===== src/rtl/execute_stage.sv =====
// Y86-64 execute stage: ALU, condition codes, branch/cmov condition
// evaluation, E-side forwarding and the M pipeline register.
module execute_stage #(
   parameter logic [63:0] STACK_STEP = 64'd8,
   parameter logic [3:0]  RNONE      = 4'hF
) (
   input  logic               clk,
   input  logic               rst,
   input  logic [0:3]         E_stat,
   input  logic [3:0]         E_icode,
   input  logic [3:0]         E_ifun,
   input  logic signed [63:0] E_valC,
   input  logic signed [63:0] E_valA,
   input  logic signed [63:0] E_valB,
   input  logic [3:0]         E_dstE,
   input  logic [3:0]         E_dstM,
   input  logic               M_bubble,
   input  logic [0:3]         m_stat,
   input  logic [0:3]         W_stat,
   output logic signed [63:0] e_valE,
   output logic [3:0]         e_dstE,
   output logic               e_cnd,
   output logic [0:3]         M_stat,
   output logic [3:0]         M_icode,
   output logic               M_cnd,
   output logic signed [63:0] M_valE,
   output logic signed [63:0] M_valA,
   output logic [3:0]         M_dstE,
   output logic [3:0]         M_dstM
);

   localparam logic [0:3] S_AOK = 4'b1000;

   localparam logic [3:0] I_NOP   = 4'h1;
   localparam logic [3:0] I_RRMOV = 4'h2;
   localparam logic [3:0] I_IRMOV = 4'h3;
   localparam logic [3:0] I_RMMOV = 4'h4;
   localparam logic [3:0] I_MRMOV = 4'h5;
   localparam logic [3:0] I_OPQ   = 4'h6;
   localparam logic [3:0] I_JXX   = 4'h7;
   localparam logic [3:0] I_CALL  = 4'h8;
   localparam logic [3:0] I_RET   = 4'h9;
   localparam logic [3:0] I_PUSH  = 4'hA;
   localparam logic [3:0] I_POP   = 4'hB;

   localparam logic [3:0] F_ADD = 4'h0;
   localparam logic [3:0] F_SUB = 4'h1;
   localparam logic [3:0] F_AND = 4'h2;
   localparam logic [3:0] F_XOR = 4'h3;

   logic [63:0] alu_a;
   logic [63:0] alu_b;
   logic [3:0]  alu_fun;
   logic [63:0] alu_res;
   logic        alu_of;
   logic        fun_ok;
   logic        cond;
   logic        set_cc;
   logic        zf;
   logic        sf;
   logic        of;

   // Operand selection by instruction class
   always_comb begin
      alu_a = 64'd0;
      alu_b = 64'd0;
      case (E_icode)
         I_RRMOV, I_OPQ:           alu_a = E_valA;
         I_IRMOV, I_RMMOV, I_MRMOV: alu_a = E_valC;
         I_CALL, I_PUSH:           alu_a = -STACK_STEP;
         I_RET, I_POP:             alu_a = STACK_STEP;
         default:                  alu_a = 64'd0;
      endcase
      case (E_icode)
         I_RMMOV, I_MRMOV, I_OPQ, I_CALL,
         I_RET, I_PUSH, I_POP:     alu_b = E_valB;
         default:                  alu_b = 64'd0;
      endcase
   end

   assign alu_fun = (E_icode == I_OPQ) ? E_ifun : F_ADD;

   // ALU result and overflow; unknown function codes give zero
   always_comb begin
      alu_res = 64'd0;
      alu_of  = 1'b0;
      fun_ok  = 1'b1;
      case (alu_fun)
         F_ADD: begin
            alu_res = alu_b + alu_a;
            alu_of  = (alu_a[63] == alu_b[63]) &&
                      (alu_res[63] != alu_a[63]);
         end
         F_SUB: begin
            alu_res = alu_b - alu_a;
            alu_of  = (alu_b[63] != alu_a[63]) &&
                      (alu_res[63] != alu_b[63]);
         end
         F_AND: alu_res = alu_b & alu_a;
         F_XOR: alu_res = alu_b ^ alu_a;
         default: fun_ok = 1'b0;
      endcase
   end

   assign e_valE = alu_res;

   // Flags change only for valid OPq with no exception further down
   assign set_cc = (E_icode == I_OPQ) && fun_ok &&
                   (m_stat == S_AOK) && (W_stat == S_AOK);

   // Condition evaluation for jXX and cmovXX from current flags
   always_comb begin
      cond = 1'b0;
      case (E_ifun)
         4'd0:    cond = 1'b1;
         4'd1:    cond = (sf ^ of) | zf;
         4'd2:    cond = sf ^ of;
         4'd3:    cond = zf;
         4'd4:    cond = ~zf;
         4'd5:    cond = ~(sf ^ of);
         4'd6:    cond = ~(sf ^ of) & ~zf;
         default: cond = 1'b0;
      endcase
      e_cnd = 1'b1;
      if (E_icode == I_RRMOV || E_icode == I_JXX)
         e_cnd = cond;
   end

   assign e_dstE = (E_icode == I_RRMOV && !e_cnd) ? RNONE : E_dstE;

   // Condition-code register
   always_ff @(posedge clk or posedge rst) begin
      if (rst) begin
         zf <= 1'b1;
         sf <= 1'b0;
         of <= 1'b0;
      end else if (set_cc) begin
         zf <= (alu_res == 64'd0);
         sf <= alu_res[63];
         of <= alu_of;
      end
   end

   // M pipeline register; reset and bubble both load a nop
   always_ff @(posedge clk or posedge rst) begin
      if (rst) begin
         M_stat  <= S_AOK;
         M_icode <= I_NOP;
         M_cnd   <= 1'b0;
         M_valE  <= 64'sd0;
         M_valA  <= 64'sd0;
         M_dstE  <= RNONE;
         M_dstM  <= RNONE;
      end else if (M_bubble) begin
         M_stat  <= S_AOK;
         M_icode <= I_NOP;
         M_cnd   <= 1'b0;
         M_valE  <= 64'sd0;
         M_valA  <= 64'sd0;
         M_dstE  <= RNONE;
         M_dstM  <= RNONE;
      end else begin
         M_stat  <= E_stat;
         M_icode <= E_icode;
         M_cnd   <= e_cnd;
         M_valE  <= e_valE;
         M_valA  <= E_valA;
         M_dstE  <= e_dstE;
         M_dstM  <= E_dstM;
      end
   end

endmodule


===== config.mk =====
export PLATFORM = sky130hd
export DESIGN_NAME = execute_stage
export DESIGN_NICKNAME = d
export VERILOG_FILES = /design/src/rtl/execute_stage.sv
export SDC_FILE = /design/constraint.sdc
export NUM_CORES = 1
export LEC_CHECK = 0
export ABC_CLOCK_PERIOD_IN_PS = 6550
export BUFFER_PORTS_ARGS = -buffer_cell sky130_fd_sc_hd__buf_4
export CAP_MARGIN = 10
export CELL_PAD_IN_SITES_DETAIL_PLACEMENT = 0
export CELL_PAD_IN_SITES_GLOBAL_PLACEMENT = 1
export CORE_AREA = 2 2 222 224
export CTS_CLUSTER_DIAMETER = 80
export DETAILED_ROUTE_END_ITERATION = 8
export DIE_AREA = 0 0 224 226
export PLACE_DENSITY_LB_ADDON = 0.1
export SLEW_MARGIN = 20
export SYNTH_ARGS = -nofsm -noshare
export SYNTH_HDL_FRONTEND = slang
export SYNTH_SLANG_ARGS = --single-unit

===== constraint.sdc =====
create_clock -name clk -period 6.55 [get_ports clk]
set_input_delay 1.31 -clock clk [delete_from_list [all_inputs] [get_ports clk]]
set_output_delay 1.31 -clock clk [all_outputs]
set_load 0.01 [all_outputs]

==> results of run 1 <==
[worst reg2reg max path, delay by kind of cell (launching register included)]
kind / cells / cell delay [ps]
AOI/OAI and AO/OA: 3 / 360
xor gates and xnor gates: 1 / 220
DFF: 1 / 390
and+or+nand+nor: 4 / 860
[per-stage QoR]
stage | power, mW | worst slack [ps]
2_1_floorplan | 2.179 | 28.48
3_3_place_gp | 3.777 | -751.8
3_5_place_dp | 3.795 | -736.0
4_1_cts | 5.103 | -187.7
5_1_grt | 5.575 | -331.7
6_report | 5.376 | -199.3
[what timing repair did]
item,CTS,global route
pin swaps,54,58
setup endpoints to repair,48,49
gates resized for setup,263,234
hold buffers,0,0
cloned,4,4
buffers inserted,30,74
[path summary, 6_finish.rpt]
path	startpoint	endpoint	slack (ps)
worst min register to register	of$_DFFE_PP0P_	of$_DFFE_PP0P_	510
worst min-delay path	of$_DFFE_PP0P_	of$_DFFE_PP0P_	510
min in group asynchronous	rst	M_valE[14]$_DFF_PP0_	770
worst max-delay path	E_icode[1]	e_valE[51]	-200
max in group asynchronous	rst	M_valA[37]$_DFF_PP0_	4640
worst max register to register	of$_DFFE_PP0P_	M_dstE[0]$_DFF_PP1_	4640
[cells by family (layout without fill, tap and decap cells)]
| logic type | after synthesis | in the layout | share of synthesized area |
|---|---|---|---|
| and+or+nand+nor | 894 | 894 | 0.2719 |
| AOI/OAI and AO/OA | 802 | 802 | 0.3190 |
| buffers and inverters | 301 | 1538 | 0.06731 |
| DFF | 148 | 148 | 0.2169 |
| adders and majority gates | 139 | 139 | 0.1022 |
| muxes | 21 | 21 | 0.01292 |
| xor gates and xnor gates | 19 | 19 | 0.009710 |
[registers in the layout, summed over array words and instances (netlist names)]
| signal | cells |
|---|---|
| sf | 1 |
| M_dstM | 4 |
| M_valA | 64 |
| M_cnd | 1 |
| M_stat | 4 |
| M_valE | 64 |
| M_icode | 4 |
| of | 1 |
| zf | 1 |
| M_dstE | 4 |
[cell usage in the layout, fill, tap and decap left out, types with 13 or more instances in the layout]
master     count
buf_4       1282
nor2b_1      173
nor2_1       172
nand2_1      171
a21oi_1      170
inv_1        151
dfrtp_1      137
ha_1         103
o21ai_0       91
nand3_1       47
nor3_1        44
buf_6         41
a21o_1        36
o211ai_1      34
nand4_1       31
a21oi_2       30
o31ai_1       30
a221oi_1      29
o21bai_1      28
nor4_1        27
and3_1        26
ha_4          25
a31oi_1       24
nand2b_1      24
a221oi_2      23
a221oi_4      23
or2_2         20
o21a_1        19
a211oi_1      19
clkbuf_16     19
o21ai_1       18
a22oi_1       18
xnor2_1       17
or3_1         17
a211oi_2      16
o21ai_2       14
nor2b_4       13
buf_12        13
[per-layer routing]
layer  GRT usage  wire (um)  vias up
li1            -          -    10980
met1      0.4990      43150    11850
met2      0.6520      48240     1277
met3     0.07000       8338      261
met4      0.1991       5539        2
met5           0         10        -
[final cells by class]
cell class,count,area (um2)
clock inverters,13,165.2
repair buffers,1349,10610
flip-flops and latches,148,3717
clock buffers,19,452.9
inverters,157,599.3
well taps,622,778.2
multi-input cells,1875,14600
fillers,4255,17420
[power by group through the flow]
stage	Sequential, mW	Combinational, mW	Clock (mW)
detailed placement	1.02	2.77	0
global route	1.01	3.42	1.14
CTS	1.01	2.97	1.12
floorplan	1.06	1.12	0
global placement	1.02	2.76	0
finish	1.01	3.26	1.11
==> out/results.ini, run 1 <==
[synth]
synth-seq-cells=148
synth_instances=2324
postSynth.asyncResetShare=1.000
synth_most_common_cell=a21oi_1
ys_top_cells_by_count=a21oi_1 (209), nor2b_1 (198), nor2_1 (186), nand2_1 (181), inv_1 (157)
synth_area_leaders=dfrtp_1 (20%), ha_1 (9.9%), nor2b_1 (7.2%)
synth.yosys.seq_area_share=0.2169
synth-edff-count=0
post-synth-top-area-fraction=0.2000
synth_cell_types=94
syn_area_um2=17140
synth_flop_cell=dfrtp_1
synth_fp_nets=2685
yosys_warns=0
post-synth-top-area-cell=dfrtp_1
syn_avg_cell_area_um2=7.374

[power_and_ir_drop]
power.combinational.fraction=0.606
p_int_mw=3.136
p_sw_mw=2.240
power.switching_fraction=0.4166
power.share.sequential=0.187
vdd_drop_max_v=0.0001529
leakage_nw=15.13
clock_power_share=0.207
p_per_area_nw_per_um2=173.8

[sta]
rsz0062_at_grt=yes
fin_crit_sh=1.030
fin_skew_ps=7.143
slew_violations=0
slew_headroom=0.3820
final-setup-viol-count=17
final.setup.tns_ps=-1466
worst_hold_slack_ps=512.1
timing.final.hold_violations=0
timing_worst_slew_pin_value_ps=927.1
finalWorstPathRequiredPeriod_ps=6749
worst_slack_setup_final_ps=-199.3
fmax_mhz=148.2

[min_path]
worst_hold_path.num_cells=2
hold_path_class=register to register

[floorplanning]
floorplan.initialDensity=0.3545
core.rowCount=81
die_width_um=224
die_height_um=226
num_io_pins=437
core_area_um2=48340
die_area_um2=50620

[layout]
layout.core_utilization=0.6397
area_delta_synth_final_pct=80.46
finish.cell_count_without_fillers=4183
finish.instance_area_um2=30930
n_antenna_cell=0
layout.nets=3909
post_route_cells_drive_above_1_share=0.4937

[critical_path]
cpMostUsedCell=buf_4
cp.required_ps=5240
critPathMaxStageDelay_ps=610
critPathMaxFanout=5
critical_path_cell_count=25
worst_setup_path_start_kind=input pin
worst-endpoint-arrival_ps=5440
timing.critical_path.slowest_stage_cell=or4_1
setup.worst_path.end_class=output port
timing.critical_path.max_delay_family=buffers and inverters
crit_buf_inv=11
reg2regPathDepth=8
crit_type=input pin to output port

[flow_run]
drv_cap=0

[clock_tree]
clock_path_buffers=2
cts_tree=yes
cts_max_level=4
clock_latency_ps=510
cts.reportedPaths.clkPinSlew_ps=70
clk_root_buffer_cell=clkbuf_16
cts-buffers-inserted=17
numClockSinks=148

[global_route]
grt_pass1_wl_um=149300
grt.total_usage=0.3963
grt.overflow.total=0
via_count_of_the_first_global_routing_pass=23690
grt_max_degree=75
antenna_violations_before_repair=3

[placed_design]
postPlaceCellArea_um2=26910
post-dp-hpwl_um=82590
gpl.final_weighted_congestion=1.067
placedCellCount=4048
numPortBuffers=436

[drt]
dr.pass1.iters=6
post_drt_wl_per_cell_um=25.17
vias=24360
drtAntennaViolNets=0
drt_iter0_drc=2180
vias_per_cell=5.825
dr_drc_count=0
routed_wirelength_um=105300

[status]
run_status=finished with violations
violations_in_the_final_reports=setup timing

(Power assumes the default switching activity.)
==> inputs of run 2 (changes only) <==
--- a/config.mk
+++ b/config.mk
@@ -6,14 +6,14 @@
 export NUM_CORES = 1
 export LEC_CHECK = 0
 export ABC_CLOCK_PERIOD_IN_PS = 6550
-export BUFFER_PORTS_ARGS = -buffer_cell sky130_fd_sc_hd__buf_4
 export CAP_MARGIN = 10
 export CELL_PAD_IN_SITES_DETAIL_PLACEMENT = 0
 export CELL_PAD_IN_SITES_GLOBAL_PLACEMENT = 1
-export CORE_AREA = 2 2 222 224
+export CORE_AREA = 2 2 210 212
 export CTS_CLUSTER_DIAMETER = 80
 export DETAILED_ROUTE_END_ITERATION = 8
-export DIE_AREA = 0 0 224 226
+export DIE_AREA = 0 0 212 214
+export DONT_BUFFER_PORTS = 1
 export PLACE_DENSITY_LB_ADDON = 0.1
 export SLEW_MARGIN = 20
 export SYNTH_ARGS = -nofsm -noshare
==> out/results.ini, run 2 (synthesized netlist as in run 1, its figures left out) <==
[status]
run_status=finished with violations
violations_in_the_final_reports=setup timing

[layout]
post_route_cells_drive_above_1_share=0.3220
area_delta_synth_final_pct=42.72
largest_registers=M_valA (64), M_valE (64)
final_common_cell=buf_4
layout.core_utilization=0.5703
layout.cells.most_common_list=buf_4 (629), nor2b_1 (197), a21oi_1 (192), nand2_1 (180), nor2_1 (178)
layout.nets=3211

[drt]
vias_per_cell=6.239
dr.pass1.iters=6
routed_wirelength_um=94560
drtAntennaViolNets=0
drt_iter0_drc=2402
post_drt_wl_per_cell_um=27.36
vias=21560
dr_drc_count=0

[global_route]
grt_pass1_wl_um=135500
grt.overflow.total=0
antenna_violations_before_repair=6
via_count_of_the_first_global_routing_pass=20920
grt.total_usage=0.4002
grt_max_degree=146

[clock_tree]
cts.reportedPaths.clkPinSlew_ps=60
cts_tree=yes
clk_root_buffer_cell=clkbuf_16
cts-buffers-inserted=17
cts.hold.buffers_added=0
numClockSinks=148
cts_max_level=4
clock_path_buffers=2
clock_latency_ps=500

[floorplanning]
core.rowCount=76
floorplan.initialDensity=0.3996
num_io_pins=437
core_area_um2=42890
die_width_um=212
die_height_um=214
die_area_um2=45370

[sta]
rsz0062_at_grt=yes
slew_violations=0
fin_crit_sh=1.013
worst_slack_setup_final_ps=-83.53
final-setup-viol-count=3
finalWorstPathRequiredPeriod_ps=6634
fmax_mhz=150.7
timing_worst_slew_pin_value_ps=1090
final.setup.tns_ps=-229.6
slew_headroom=0.2692
timing.final.hold_violations=0
fin_skew_ps=10.68

[critical_path]
critPathMaxFanout=12
rr_endpoint=M_dstE[3]$_DFF_PP1_
worst_setup_path_start_kind=input pin
crit_type=input pin to output port
worst-endpoint-arrival_ps=5320
worstReg2RegStart=of$_DFFE_PP0P_
cp.required_ps=5240
setup.worst_path.end_class=output port
reg2regPathDepth=8
worst-r2r-setup-slack_ps=4500
worst_setup_path_startpoint=E_icode[1]

[power_and_ir_drop]
vdd_drop_max_v=0.0001661
p_per_area_nw_per_um2=189.2
leakage_nw=11.31
finalPower_mw=4.628

[placed_design]
dp_slack_ps=-650.7
gpl.final_weighted_congestion=0.9887
post-dp-hpwl_um=74540
numPortBuffers=0

[min_path]
hold_path_startpoint=of$_DFFE_PP0P_
hold_path_class=register to register
worst_hold_path.num_cells=2
endpoint_with_the_worst_hold_slack=of$_DFFE_PP0P_

[flow_run]
drv_cap=0

==> run 2: worst max path at each step <==
stage,slack [ps],to
after CTS,4,e_valE[61]
after detailed placement,-650,e_valE[53]
after global placement,-800,e_valE[42]
final,-80,e_valE[62]
after floorplan,30,e_valE[57]
after global routing,-220,e_valE[61]
==> run 2: per-stage QoR <==
stage / std cells / cell area, um2 / hold slack, ps
finish: 3456 / 24460 / 505.9
CTS: 3427 / 23620 / 506.1
floorplan: 2324 / 17150 / 470.4
global placement: 3380 / 22110 / 487.8
global route: 3452 / 24450 / 539.1
detailed placement: 3380 / 22110 / 492.2
==> run 2: critical path, cell delays in order <==
cell        delay [ps]
clkinvlp_4         100
a21oi_4            210
nor2_4              50
buf_12             140
buf_4              180
buf_16             170
a221oi_1           280
buf_4              180
ha_2               320
buf_4              210
a21oi_1            200
buf_4              160
o21ai_0            140
a22oi_2            260
a31oi_2            160
a21oi_2            210
nand2_1            120
a31oi_1            250
nor4bb_1            90
o31ai_1            330
buf_4              220
==> run 2: report_power, final <==
group	switching (mW)	leakage [nW]	internal, mW
Sequential	0.0683	1.90	0.986
Clock	0.489	0.306	0.620
Combinational	1.41	9.10	1.05
Total	1.97	11.3	2.66
==> run 2: final cells by class <==
class,count,area (um2)
Timing Repair Buffer,650,5122
Clock buffer,18,439.2
Antenna cell,8,20.02
Fill cell,4100,18430
Inverter,157,598.1
Clock inverter,14,190.2
Multi-Input combinational cell,1876,13640
Sequential cell,148,3717
Tap cell,585,732.0
==> run 2: routing by layer <==
layer	track usage	part of all wire
met5	0	0.00013
met4	0.1962	0.050
met3	0.07580	0.087
met2	0.6467	0.46
met1	0.5086	0.40
==> run 2: what timing repair did <==
action | in CTS | in global routing
pin swaps | 26 | 38
cloned | 2 | 1
resized for setup | 136 | 110
buffers inserted | 13 | 23
setup endpoints to repair | 36 | 39
==> inputs of run 3 (changes only) <==
--- a/config.mk
+++ b/config.mk
@@ -5,16 +5,18 @@
 export SDC_FILE = /design/constraint.sdc
 export NUM_CORES = 1
 export LEC_CHECK = 0
+export ABC_AREA = 1
 export ABC_CLOCK_PERIOD_IN_PS = 6550
 export CAP_MARGIN = 10
 export CELL_PAD_IN_SITES_DETAIL_PLACEMENT = 0
 export CELL_PAD_IN_SITES_GLOBAL_PLACEMENT = 1
-export CORE_AREA = 2 2 210 212
+export CORE_AREA = 2 2 232 234
 export CTS_CLUSTER_DIAMETER = 80
 export DETAILED_ROUTE_END_ITERATION = 8
-export DIE_AREA = 0 0 212 214
+export DIE_AREA = 0 0 234 236
 export DONT_BUFFER_PORTS = 1
 export PLACE_DENSITY_LB_ADDON = 0.1
+export REMOVE_ABC_BUFFERS = 1
 export SLEW_MARGIN = 20
 export SYNTH_ARGS = -nofsm -noshare
 export SYNTH_HDL_FRONTEND = slang
==> out/results.ini, run 3 <==
[synth]
synth_xor_xnor_area_share=0.002944
post-synth-top-area-cell=nand2_1
syn_area_um2=20820
synth_area_leaders=nand2_1 (22%), inv_1 (16%), dfrtp_1 (16%)
post-synth-top-area-fraction=0.2181
synth_simple_gate_area_frac=0.4372
synth_instances=3779
main_combinational_cell_family_by_area_after_synthesis=simple AND/OR/NAND/NOR gates
synth.yosys.seq_area_share=0.1785
syn_avg_cell_area_um2=5.511
ys_top_cells_by_count=nand2_1 (1,210), inv_1 (915), nor2_1 (396), nand3_1 (286), dfrtp_1 (137)
synth-compound-area-share=0.09265
synth-seq-cells=148
synth_cell_types=53
synth-edff-count=0
yosys_warns=0
synth_flop_cell=dfrtp_1
yosys.area_share.adder=0.08363
synth_mux_area_frac=0
synth_most_common_cell=nand2_1
postSynth.asyncResetShare=1.000

[placed_design]
placedCellCount=4414
post-dp-hpwl_um=87720
gpl.final_weighted_congestion=1.068
postPlaceCellArea_um2=21520
numPortBuffers=0

[critical_path]
cp.required_ps=5240
worst-r2r-setup-slack_ps=5040
timing.critical_path.cells=nand2_1, nand2_1, nand2_1, inv_2, buf_12, a221oi_1, ha_1, nand2_1, nor2_1, inv_1, nor2_1, nand2_1, nand3_1, inv_1, nand3_1, a21oi_1, nor2_1, buf_4, inv_1
critPathMaxStageDelay_ps=590
rr_endpoint=M_dstE[1]$_DFF_PP1_
setup.worst_path.end_class=output port
timing.critical_path.slowest_stage_cell=ha_1
worst_setup_path_startpoint=E_icode[0]
cpMostUsedCell=nand2_1
worstReg2RegStart=of$_DFFE_PP0P_
reg2regPathDepth=5
worst-endpoint-arrival_ps=5120
worst_setup_path_start_kind=input pin
critPathMaxFanout=36
crit_type=input pin to output port

[clock_tree]
post_cts_buffers=0
clock_latency_ps=520
clk_root_buffer_cell=clkbuf_16
clock_path_buffers=2
cts_resized=0
cts_max_level=4
cts.hold.buffers_added=0
cts_tree=yes
numClockSinks=148
cts.reportedPaths.clkPinSlew_ps=80
cts-buffers-inserted=17

[global_route]
grt_pass1_wl_um=148500
grt_max_degree=90
grt.total_usage=0.3692
grt.overflow.total=0
via_count_of_the_first_global_routing_pass=22970
antenna_violations_before_repair=0

[floorplanning]
floorplan.initialDensity=0.3924
num_io_pins=437
core.rowCount=85
die_width_um=234
core_area_um2=53070
die_area_um2=55220
die_height_um=236

[layout]
largest_registers=M_valA (64), M_valE (64)
layout.core_utilization=0.4169
final_common_cell=nand2_1
n_antenna_cell=0
multi_input_logic_area_um2=12870
layout.cells.most_common_list=nand2_1 (1,209), inv_1 (913), nor2_1 (395), nand3_1 (286), dfrtp_1 (137)
fillerInstances=6008
finish.instance_area_um2=22130
register_area_um2=3717
post_route_cells_drive_above_1_share=0.07253
area_delta_synth_final_pct=6.248
layout.nets=4098
finish.cell_count_without_fillers=4446

[min_path]
worst_hold_path.num_cells=2
hold_path_class=register to register
endpoint_with_the_worst_hold_slack=zf$_DFFE_PP1P_
hold_path_startpoint=zf$_DFFE_PP1P_

[sta]
final.setup.tns_ps=0
final-setup-viol-count=0
rsz0062_at_grt=no
timing.final.hold_violations=0
slew_violations=0
finalWorstPathRequiredPeriod_ps=6430
fin_skew_ps=3.474
fin_crit_sh=0.9817
fmax_mhz=155.5
slew_headroom=0.3479
timing_worst_slew_pin_value_ps=978.1

[status]
run_status=complete, no violations

[power_and_ir_drop]
p_per_area_nw_per_um2=189.6
p_sw_mw=2.163
power.share.sequential=0.251
clock_power_share=0.253
p_int_mw=2.032
power.switching_fraction=0.5156
leakage_nw=13.61
vdd_drop_max_v=0.0002019
power.combinational.fraction=0.495
finalPower_mw=4.195

[drt]
vias_per_cell=5.388
post_drt_wl_per_cell_um=23.23
vias=23960
dr.pass1.iters=8
dr_drc_count=0
drtAntennaViolNets=0
drt_iter0_drc=2383
routed_wirelength_um=103300

[flow_run]
drv_cap=0

run 3: cell count changes in the layout (fill, tap and decap cells not counted), sizes merged, moves of 36 or more:
cell    previous run  this run
nand3             50       303
nand2            181      1236
a21o              37         1
nor2b            198         0
nor2             187       457
o31ai             44         0
a21oi            211       115
o22ai             12        54
o21ai            125        62
inv              162       951
buf              649        53
a211oi            38         0
run 3: power groups by stage:
| stage | registers (mW) | logic (mW) | clock network (mW) |
|---|---|---|---|
| 2_1_floorplan | 1.06 | 1.28 | 0 |
| 3_3_place_gp | 1.07 | 2.01 | 0 |
| 3_5_place_dp | 1.07 | 2.02 | 0 |
| 4_1_cts | 1.06 | 2.03 | 1.08 |
| 5_1_grt | 1.06 | 2.25 | 1.11 |
| 6_report | 1.05 | 2.08 | 1.06 |
run 3: cell families (layout without fill, tap and decap cells):
logic type / after synthesis / count (layout)
xor gates and xnor gates: 7 / 7
buffers and inverters: 1062 / 1033
AOI/OAI and AO/OA: 314 / 314
and+or+nand+nor: 2110 / 2110
DFF: 148 / 148
adders and majority gates: 138 / 138
run 3: cell type report:
cell class / count / share of cell area
clock buffers: 17 / 0.01923
clock inverters: 15 / 0.008256
inverters: 948 / 0.1610
multi-input cells: 2569 / 0.5816
flip-flops and latches: 148 / 0.1680
well taps: 696 / 0.03936
repair buffers: 53 / 0.02251
run 3: how the worst max path moves through the flow:
stage / end / slack [ps]
finish: e_valE[38] / 120
global route: e_valE[54] / 4
CTS: e_valE[38] / 180
detailed placement: e_valE[38] / 190
global placement: e_valE[38] / 190
floorplan: e_valE[63] / -1220
run 3: worst max-delay path: cells and delay by family:
kind | cells | cell delay (ps)
AOI/OAI and AO/OA | 2 | 430
adders and majority gates | 1 | 590
buffers and inverters | 6 | 710
and+or+nand+nor | 10 | 2010
run 3: per-stage QoR:
step	hold slack [ps]	worst slack [ps]
4_1_cts	552.3	180.9
6_report	545.6	119.7
3_5_place_dp	537.0	191.1
3_3_place_gp	532.1	190.2
5_1_grt	584.3	3.661
2_1_floorplan	500.4	-1217
run 3: layer usage:
layer / up-vias / part of all wire / track usage
met3: 207 / 0.087 / 0.07290
met1: 11190 / 0.42 / 0.4870
li1: 11290 / - / -
met5: - / 0 / 0
met2: 1275 / 0.45 / 0.5826
met4: 0 / 0.044 / 0.1571
